`src/rtl/alarm_ring_controller_if.sv`:
```
// ----------------------------------------------------------------------------
// alarm_ring_controller_if
//   Bundles the timekeeping/timer/button inputs and the speaker/status outputs
//   of the alarm ring controller.
//   master : drives the inputs, observes the outputs (time base, buttons, bench)
//   slave  : the controller itself
//   Signals:
//     tick_1hz      one-cycle pulse per second
//     current_time  BCD HHMMSS
//     alarm_time    BCD HHMMSS, 24'h000000 means no alarm set
//     alarm_arm     alarm enabled (level)
//     timer_done    countdown timer at zero (level)
//     btn_snooze    debounced one-cycle pulse
//     btn_dismiss   debounced one-cycle pulse
//     speaker_out   square-wave tone or 0
//     ring_src      00 none, 01 alarm, 10 timer
//     snooze_active 1 while snoozing
//     snooze_cnt    snoozes used in the current alarm event
// ----------------------------------------------------------------------------
interface alarm_ring_controller_if;
  logic        tick_1hz;
  logic [23:0] current_time;
  logic [23:0] alarm_time;
  logic        alarm_arm;
  logic        timer_done;
  logic        btn_snooze;
  logic        btn_dismiss;
  logic        speaker_out;
  logic [1:0]  ring_src;
  logic        snooze_active;
  logic [1:0]  snooze_cnt;

  modport master (
    output tick_1hz, current_time, alarm_time, alarm_arm, timer_done,
           btn_snooze, btn_dismiss,
    input  speaker_out, ring_src, snooze_active, snooze_cnt
  );

  modport slave (
    input  tick_1hz, current_time, alarm_time, alarm_arm, timer_done,
           btn_snooze, btn_dismiss,
    output speaker_out, ring_src, snooze_active, snooze_cnt
  );
endinterface

```
`src/rtl/alarm_ring_controller.sv`:
```
// ----------------------------------------------------------------------------
// alarm_ring_controller
//   Drives the alarm clock speaker. Detects the alarm match and timer expiry,
//   arbitrates the two ring sources (alarm has priority), and handles snooze
//   and dismiss with a BCD snooze wake time, a snooze limit and a ring timeout.
//   Ports:
//     clk  system clock
//     rst  synchronous, active-high reset
//     bus  alarm_ring_controller_if.slave (inputs from timekeeping/timer/
//          buttons, speaker and status outputs)
//   Build option:
//     ALARM_ESCALATE_EN  when defined, the alarm tone doubles in pitch once
//                        the ring has lasted half of RING_TIMEOUT_S.
// ----------------------------------------------------------------------------
module alarm_ring_controller #(
  parameter int unsigned SNOOZE_MIN     = 5,
  parameter int unsigned MAX_SNOOZE     = 3,
  parameter int unsigned RING_TIMEOUT_S = 60,
  parameter int unsigned ALARM_TONE_BIT = 13,
  parameter int unsigned TIMER_TONE_BIT = 15
) (
  input  logic                    clk,
  input  logic                    rst,
  alarm_ring_controller_if.slave  bus
);

  // Encoding chosen so the ring states equal their ring_src code.
  localparam logic [1:0] ST_IDLE   = 2'b00;
  localparam logic [1:0] ST_ALARM  = 2'b01;
  localparam logic [1:0] ST_TIMER  = 2'b10;
  localparam logic [1:0] ST_SNOOZE = 2'b11;

  localparam logic [7:0] TIMEOUT      = 8'(RING_TIMEOUT_S);
  localparam logic [1:0] SNOOZE_LIMIT = 2'(MAX_SNOOZE);
  localparam logic [3:0] SNOOZE_ADD   = 4'(SNOOZE_MIN);

  logic [1:0]  state_q, state_d;
  logic [15:0] tone_q, tone_d;
  logic [7:0]  ring_sec_q, ring_sec_d;
  logic [23:0] snooze_time_q, snooze_time_d;
  logic [1:0]  snooze_cnt_q, snooze_cnt_d;
  logic        match_q, match_d;
  logic        timer_q, timer_d;
  logic        timer_pend_q, timer_pend_d;
  logic        snooze_pend_q, snooze_pend_d;
  logic        speaker_q, speaker_d;

  logic        alarm_hit, timer_hit, ring_timeout, snooze_req, pend_now;
  logic [4:0]  mo_sum;
  logic [3:0]  mt_sum, ho_sum, ht_sum;
  logic        hr_carry;
  logic [23:0] snooze_sum;

  // Edge detectors: one alarm hit per matching second, one timer hit per rise.
  assign match_d   = bus.alarm_arm && (bus.alarm_time != 24'h000000) &&
                     (bus.current_time == bus.alarm_time);
  assign timer_d   = bus.timer_done;
  assign alarm_hit = match_d && !match_q;
  assign timer_hit = bus.timer_done && !timer_q;
  assign tone_d    = tone_q + 16'd1;

  assign ring_timeout = (ring_sec_q >= TIMEOUT);
  // A timeout behaves exactly like a snooze press.
  assign snooze_req   = bus.btn_snooze || ring_timeout;
  assign pend_now     = timer_pend_q || timer_hit;

  // Snooze wake time: current_time + SNOOZE_MIN minutes, digit-wise BCD.
  always_comb begin
    mo_sum   = {1'b0, bus.current_time[11:8]} + {1'b0, SNOOZE_ADD};
    mt_sum   = bus.current_time[15:12];
    ho_sum   = bus.current_time[19:16];
    ht_sum   = bus.current_time[23:20];
    hr_carry = 1'b0;
    if (mo_sum > 5'd9) begin
      mo_sum = mo_sum - 5'd10;
      mt_sum = mt_sum + 4'd1;
    end
    if (mt_sum > 4'd5) begin
      mt_sum   = 4'd0;
      hr_carry = 1'b1;
    end
    if (hr_carry) begin
      if (ht_sum == 4'd2 && ho_sum == 4'd3) begin
        ht_sum = 4'd0;
        ho_sum = 4'd0;
      end else if (ho_sum == 4'd9) begin
        ho_sum = 4'd0;
        ht_sum = ht_sum + 4'd1;
      end else begin
        ho_sum = ho_sum + 4'd1;
      end
    end
    snooze_sum = {ht_sum, ho_sum, mt_sum, mo_sum[3:0], bus.current_time[7:0]};
  end

  // Ring sequencing.
  always_comb begin
    state_d       = state_q;
    snooze_cnt_d  = snooze_cnt_q;
    snooze_time_d = snooze_time_q;
    timer_pend_d  = timer_pend_q;
    snooze_pend_d = snooze_pend_q;
    case (state_q)
      ST_IDLE: begin
        if (alarm_hit) begin
          state_d      = ST_ALARM;
          snooze_cnt_d = 2'd0;
          timer_pend_d = timer_hit;
        end else if (timer_hit) begin
          state_d = ST_TIMER;
        end
      end
      ST_ALARM: begin
        // Dismiss wins over snooze; a snooze beyond the limit is a dismiss.
        if (!bus.alarm_arm || bus.btn_dismiss ||
            (snooze_req && snooze_cnt_q >= SNOOZE_LIMIT)) begin
          timer_pend_d = 1'b0;
          state_d      = (pend_now && bus.timer_done) ? ST_TIMER : ST_IDLE;
        end else if (snooze_req) begin
          state_d       = ST_SNOOZE;
          snooze_cnt_d  = snooze_cnt_q + 2'd1;
          snooze_time_d = snooze_sum;
          timer_pend_d  = pend_now;
        end else begin
          timer_pend_d  = pend_now;
        end
      end
      ST_SNOOZE: begin
        if (!bus.alarm_arm || bus.btn_dismiss) begin
          state_d       = ST_IDLE;
          snooze_pend_d = 1'b0;
        end else if (timer_hit) begin
          // The snooze resumes once the timer ring is finished.
          state_d       = ST_TIMER;
          snooze_pend_d = 1'b1;
        end else if (bus.current_time == snooze_time_q) begin
          state_d = ST_ALARM;
        end
      end
      default: begin // ST_TIMER
        if (alarm_hit) begin
          // New alarm event preempts; the timer rings again afterwards.
          state_d       = ST_ALARM;
          snooze_cnt_d  = 2'd0;
          timer_pend_d  = 1'b1;
          snooze_pend_d = 1'b0;
        end else if (bus.btn_dismiss || ring_timeout) begin
          state_d       = snooze_pend_q ? ST_SNOOZE : ST_IDLE;
          snooze_pend_d = 1'b0;
        end
      end
    endcase
  end

  // Ring seconds restart whenever a ring state is entered; saturate at 255.
  always_comb begin
    ring_sec_d = ring_sec_q;
    if ((state_d == ST_ALARM || state_d == ST_TIMER) && state_d != state_q) begin
      ring_sec_d = 8'd0;
    end else if ((state_q == ST_ALARM || state_q == ST_TIMER) &&
                 bus.tick_1hz && ring_sec_q != 8'hFF) begin
      ring_sec_d = ring_sec_q + 8'd1;
    end
  end

`ifdef ALARM_ESCALATE_EN
  localparam logic [7:0] HALF_TIMEOUT = 8'(RING_TIMEOUT_S / 2);
`endif

  always_comb begin
    speaker_d = 1'b0;
    case (state_q)
`ifdef ALARM_ESCALATE_EN
      ST_ALARM: speaker_d = (ring_sec_q >= HALF_TIMEOUT) ? tone_q[ALARM_TONE_BIT-1]
                                                         : tone_q[ALARM_TONE_BIT];
`else
      ST_ALARM: speaker_d = tone_q[ALARM_TONE_BIT];
`endif
      ST_TIMER: speaker_d = tone_q[TIMER_TONE_BIT];
      default:  speaker_d = 1'b0;
    endcase
  end

  always_ff @(posedge clk) begin
    if (rst) begin
      state_q       <= ST_IDLE;
      tone_q        <= 16'd0;
      ring_sec_q    <= 8'd0;
      snooze_time_q <= 24'd0;
      snooze_cnt_q  <= 2'd0;
      match_q       <= 1'b0;
      timer_q       <= 1'b0;
      timer_pend_q  <= 1'b0;
      snooze_pend_q <= 1'b0;
      speaker_q     <= 1'b0;
    end else begin
      state_q       <= state_d;
      tone_q        <= tone_d;
      ring_sec_q    <= ring_sec_d;
      snooze_time_q <= snooze_time_d;
      snooze_cnt_q  <= snooze_cnt_d;
      match_q       <= match_d;
      timer_q       <= timer_d;
      timer_pend_q  <= timer_pend_d;
      snooze_pend_q <= snooze_pend_d;
      speaker_q     <= speaker_d;
    end
  end

  assign bus.speaker_out   = speaker_q;
  assign bus.ring_src      = (state_q == ST_SNOOZE) ? ST_IDLE : state_q;
  assign bus.snooze_active = (state_q == ST_SNOOZE);
  assign bus.snooze_cnt    = snooze_cnt_q;

endmodule

```
`src/flat_wrapper.sv`:
```
// flat-port wrapper written by rule: the top's interface ports become plain ports
module alarm_ring_controller_flat 
#(
  parameter int unsigned SNOOZE_MIN     = 5,
  parameter int unsigned MAX_SNOOZE     = 3,
  parameter int unsigned RING_TIMEOUT_S = 60,
  parameter int unsigned ALARM_TONE_BIT = 13,
  parameter int unsigned TIMER_TONE_BIT = 15
)
  (clk, rst, bus_tick_1hz, bus_current_time, bus_alarm_time, bus_alarm_arm, bus_timer_done, bus_btn_snooze, bus_btn_dismiss, bus_speaker_out, bus_ring_src, bus_snooze_active, bus_snooze_cnt);
  alarm_ring_controller_if bus_i ();
  input  logic clk;
  input  logic rst;
  input wire logic [$bits(bus_i.tick_1hz)-1:0] bus_tick_1hz;
  input wire logic [$bits(bus_i.current_time)-1:0] bus_current_time;
  input wire logic [$bits(bus_i.alarm_time)-1:0] bus_alarm_time;
  input wire logic [$bits(bus_i.alarm_arm)-1:0] bus_alarm_arm;
  input wire logic [$bits(bus_i.timer_done)-1:0] bus_timer_done;
  input wire logic [$bits(bus_i.btn_snooze)-1:0] bus_btn_snooze;
  input wire logic [$bits(bus_i.btn_dismiss)-1:0] bus_btn_dismiss;
  output wire logic [$bits(bus_i.speaker_out)-1:0] bus_speaker_out;
  output wire logic [$bits(bus_i.ring_src)-1:0] bus_ring_src;
  output wire logic [$bits(bus_i.snooze_active)-1:0] bus_snooze_active;
  output wire logic [$bits(bus_i.snooze_cnt)-1:0] bus_snooze_cnt;
  assign bus_i.tick_1hz = bus_tick_1hz;
  assign bus_i.current_time = bus_current_time;
  assign bus_i.alarm_time = bus_alarm_time;
  assign bus_i.alarm_arm = bus_alarm_arm;
  assign bus_i.timer_done = bus_timer_done;
  assign bus_i.btn_snooze = bus_btn_snooze;
  assign bus_i.btn_dismiss = bus_btn_dismiss;
  assign bus_speaker_out = bus_i.speaker_out;
  assign bus_ring_src = bus_i.ring_src;
  assign bus_snooze_active = bus_i.snooze_active;
  assign bus_snooze_cnt = bus_i.snooze_cnt;
  alarm_ring_controller #(.SNOOZE_MIN(SNOOZE_MIN), .MAX_SNOOZE(MAX_SNOOZE), .RING_TIMEOUT_S(RING_TIMEOUT_S), .ALARM_TONE_BIT(ALARM_TONE_BIT), .TIMER_TONE_BIT(TIMER_TONE_BIT)) u_core (.clk(clk), .rst(rst), .bus(bus_i));
endmodule
```
`config.mk`:
```
export PLATFORM = sky130hd
export DESIGN_NAME = alarm_ring_controller_flat
export DESIGN_NICKNAME = d
export VERILOG_FILES = /design/src/rtl/alarm_ring_controller_if.sv /design/src/rtl/alarm_ring_controller.sv /design/src/flat_wrapper.sv
export SDC_FILE = /design/constraint.sdc
export NUM_CORES = 1
export LEC_CHECK = 0
export ABC_AREA = 1
export BUFFER_PORTS_ARGS = -buffer_cell sky130_fd_sc_hd__buf_2
export CAP_MARGIN = 20
export CORE_ASPECT_RATIO = 1.2
export CORE_UTILIZATION = 45
export CTS_CLUSTER_DIAMETER = 200
export DETAILED_ROUTE_END_ITERATION = 10
export GPL_TIMING_DRIVEN = 0
export PLACE_DENSITY = 0.68
export SLEW_MARGIN = 30
export SYNTH_ARGS = -nofsm -noshare
export SYNTH_HDL_FRONTEND = slang
export SYNTH_SLANG_ARGS = --single-unit
export TNS_END_PERCENT = 100
```
`constraint.sdc`:
```
create_clock -name clk -period 1.83 [get_ports clk]
set_input_delay 0.2745 -clock clk [delete_from_list [all_inputs] [get_ports clk]]
set_output_delay 0.2745 -clock clk [all_outputs]
set_load 0.005 [all_outputs]
```
==> reports/results.txt <==
Initial core utilization: 0.4718
WP buf/inv: 1
Path length in cells of the critical path: 9
Synth Net Count: 718
Hold slack: 0.1750 ns
Yosys warns: 0
Fin crit share: 1.006
# placed instances: 819
R2R cell count: 9
Clock transition at path regs: 0.07 ns
Sequential fraction of the synthesis area: 0.2779
GR Overflow Total: 0
Setup WS post-layout: -0.01036 ns
Vias: 4280
Final cell count without fillers: 854
Top cell by count, worst path: nor2_2
CP Capture Type: flip-flop
P per Cell Area: 757.9 nW/µm²
Slew at the pin closest to its max-slew limit: 0.6891 ns
Clock power frac: 0.275
Internal: 2.423 mW
Tightest Hold Check Type: in2reg
Crit-path max FO: 7
Vias per cell: 5.012
CP max stage delay: 0.41 ns
Total number of H-tree levels: 3
Max frequency: 543.4 MHz
Multi-input logic area: 2811 µm²
Sw Ratio: 0.3854
I/O pins: 61
Antenna viol nets, final: 0
Pins Over Slew Limit: 0
Fin. Hold Viols: 0
Failing checks: setup timing
CTS tree: yes
CTS root buf: clkbuf_8
Routed WL: 11.13 mm
Area delta synth->final: 26.69%
Cts bufs inserted: 9
Most frequent cells in the layout: nand2_1, inv_1, nor2_1, buf_2, dfxtp_1
# DRC: 0
RSZ-0062 raised after global routing: yes
Hold_buf cts: 0
HPWL after DPL: 8.038 mm
Chip width: 89.21 µm
Critical Path, Cell by Cell: inv_4 -> ha_4 -> nand2_2 -> a31oi_4 -> nand4_1 -> nor2_2 -> nand3_1 -> xor2_1 -> nor2_2
IO Port Bufs: 56
Synthesized flop and latch total: 57
Setup violators final: 1
Hold_sp: rst
Final #Nets: 804
Final Critical Period: 1.840 ns
Diodes inserted: 0
Final Wtd Congestion: 0.8679
Leakage: 2.343 nW
CP Class: reg2reg
Critical Path Source Type: flip-flop
GRT Resource Usage Total: 0.2421
Critical R2R Launch: u_core.state_q[1]$_SDFF_PP0_
Post-synthesis cell count: 646
Combinational power share: 0.362
VDD IR max: 0.0004301 V
Register Area: 1171 µm²
Status: finished with violations
Initial antenna violation count: 0
Largest net degree at the start of global routing: 12
Clock latency on the worst-skew pair: 0.34 ns
Crit path DAT: 2.07 ns
Clk_skew: 0.007707 ns
FP Rows: 37
WL/cell: 13.04 µm
Maxcap violations: 0
Most common cell after layout, fill and taps aside: nand2_1
WP data required: 2.06 ns
Clock Tree Buf Depth: 2
Global-route wire length before repair: 17.89 mm
Worst setup path startpoint: u_core.state_q[1]$_SDFF_PP0_
Slowest stage cell on the critical path: dfxtp_4
Die area: 9513 µm²
Vias in the first global route: 4018
Setup_tns: -0.01036 ns
Initial DRC count: 241
Core Box Area: 8703 µm²
Clock net sink count: 57
Post-Syn Area: 4106 µm²
Syn_area_per_cell: 6.357 µm²
Synth unique cells: 39
Share of power burned in registers: 0.363
DIE HEIGHT: 106.6 µm
Rel. slew slack: 0.5406
Share of cells above drive strength 1: 0.2836
Hold-critical path depth: 2
Fillers: 869
Drt pass-1 iters: 5
Switching power of the nets: 1.519 mW
CP delay by family, top: simple AND/OR/NAND/NOR gates
==> synthesized netlist by cell type <==
cell type | number | area (µm²)
a211oi_1 | 1 | 7.510
a21oi_1 | 39 | 195.2
a21oi_2 | 1 | 8.760
a22oi_1 | 2 | 15.01
a31oi_1 | 3 | 18.77
a41oi_1 | 1 | 8.760
and2_1 | 1 | 6.260
and3_1 | 1 | 6.260
buf_2 | 6 | 30.03
buf_4 | 1 | 7.510
buf_6 | 1 | 11.26
clkbuf_1 | 6 | 22.52
clkbuf_2 | 1 | 5.000
dfxtp_1 | 57 | 1141
ha_1 | 17 | 212.7
inv_1 | 86 | 322.8
inv_2 | 10 | 37.54
nand2_1 | 163 | 611.8
nand2_2 | 6 | 37.54
nand3_1 | 34 | 170.2
nand3_2 | 3 | 30.03
nand3_4 | 1 | 17.52
nand3b_1 | 1 | 7.510
nand4_1 | 10 | 62.56
nand4_2 | 1 | 12.51
nand4_4 | 1 | 21.27
nor2_1 | 84 | 315.3
nor2_2 | 11 | 68.82
nor3_1 | 5 | 25.02
nor3_2 | 2 | 20.02
nor3b_1 | 1 | 7.510
o211ai_1 | 1 | 7.510
o21a_1 | 2 | 15.01
o21ai_0 | 32 | 160.2
o21ai_1 | 3 | 15.01
o21ai_2 | 1 | 8.760
or2_2 | 1 | 6.260
xnor2_1 | 41 | 359.1
xor2_1 | 8 | 70.07
==> path summary, 6_finish.rpt <==
kind | end | slack, ns
max | u_core.ring_sec_q[7]$_SDFFE_PP0P_ | -0.01
min | u_core.tone_q[13]$_SDFF_PP0_ | 0.17
max reg2reg | u_core.ring_sec_q[7]$_SDFFE_PP0P_ | -0.01
min reg2reg | u_core.tone_q[0]$_SDFF_PP0_ | 0.46
==> sequential cells by signal, indices dropped and copies added, names as in the netlist <==
signal,cells
u_core.snooze_time_q,24
u_core.tone_q,16
u_core.ring_sec_q,8
u_core.bus.snooze_cnt,2
u_core.state_q,2
u_core.bus.speaker_out,1
u_core.match_q,1
u_core.snooze_pend_q,1
u_core.timer_pend_q,1
u_core.timer_q,1
==> metrics by stage <==
step | power, mW | worst slack [ns] | utilization | cell area (µm²)
2_1_floorplan | 2.269 | 0.02343 | - | 4114
3_3_place_gp | 2.584 | -0.3003 | 0.5217 | 4541
3_5_place_dp | 2.597 | -0.2919 | 0.5217 | 4541
4_1_cts | 3.732 | 0.001424 | 0.5610 | 4882
5_1_grt | 4.205 | -0.09739 | 0.5978 | 5202
6_report | 3.943 | -0.01036 | 0.5978 | 5202
==> per-layer routing <==
metal  global-route usage  wire [µm]  up-vias
li1                     -          -     2202
met1               0.3189       5072     1945
met2               0.3980       5304      113
met3              0.04311        549       20
met4              0.07483        208        0
met5                    0          0        -
==> logic make-up (layout without fill, tap and decap cells) <==
family                     count (synthesis)  count (layout)  synth area share
AOI/OAI and AO/OA                         86              86            0.1121
xor gates and xnor gates                  49              49            0.1045
adders and majority gates                 17              17           0.05180
buffers and inverters                    111             202            0.1063
DFF                                       57              57            0.2779
and+or+nand+nor                          326             326            0.3474
==> timing repair <==
item                                    in CTS  in global routing
hold endpoints to repair                     0                  0
pin swaps                                   13                 31
endpoints found under the setup margin      33                 29
buffers inserted                             8                 11
resized for setup                           27                 75
==> power by group through the flow <==
stage	Clock, mW	Combinational, mW	Sequential (mW)
final	1.08	1.43	1.43
after global routing	1.16	1.60	1.44
after CTS	1.10	1.23	1.40
after detailed placement	0	1.18	1.42
after global placement	0	1.17	1.41
after floorplan	0	0.870	1.40
==> final cells by class <==
class,instances,share of cell area
multi-input combinational,478,0.5404
sequential,57,0.2251
timing repair buffer,75,0.08225
inverter,96,0.07071
tap,117,0.02814
clock buffer,10,0.02646
buffer,15,0.01852
clock inverter,6,0.008418
(Power assumes the default switching activity.)
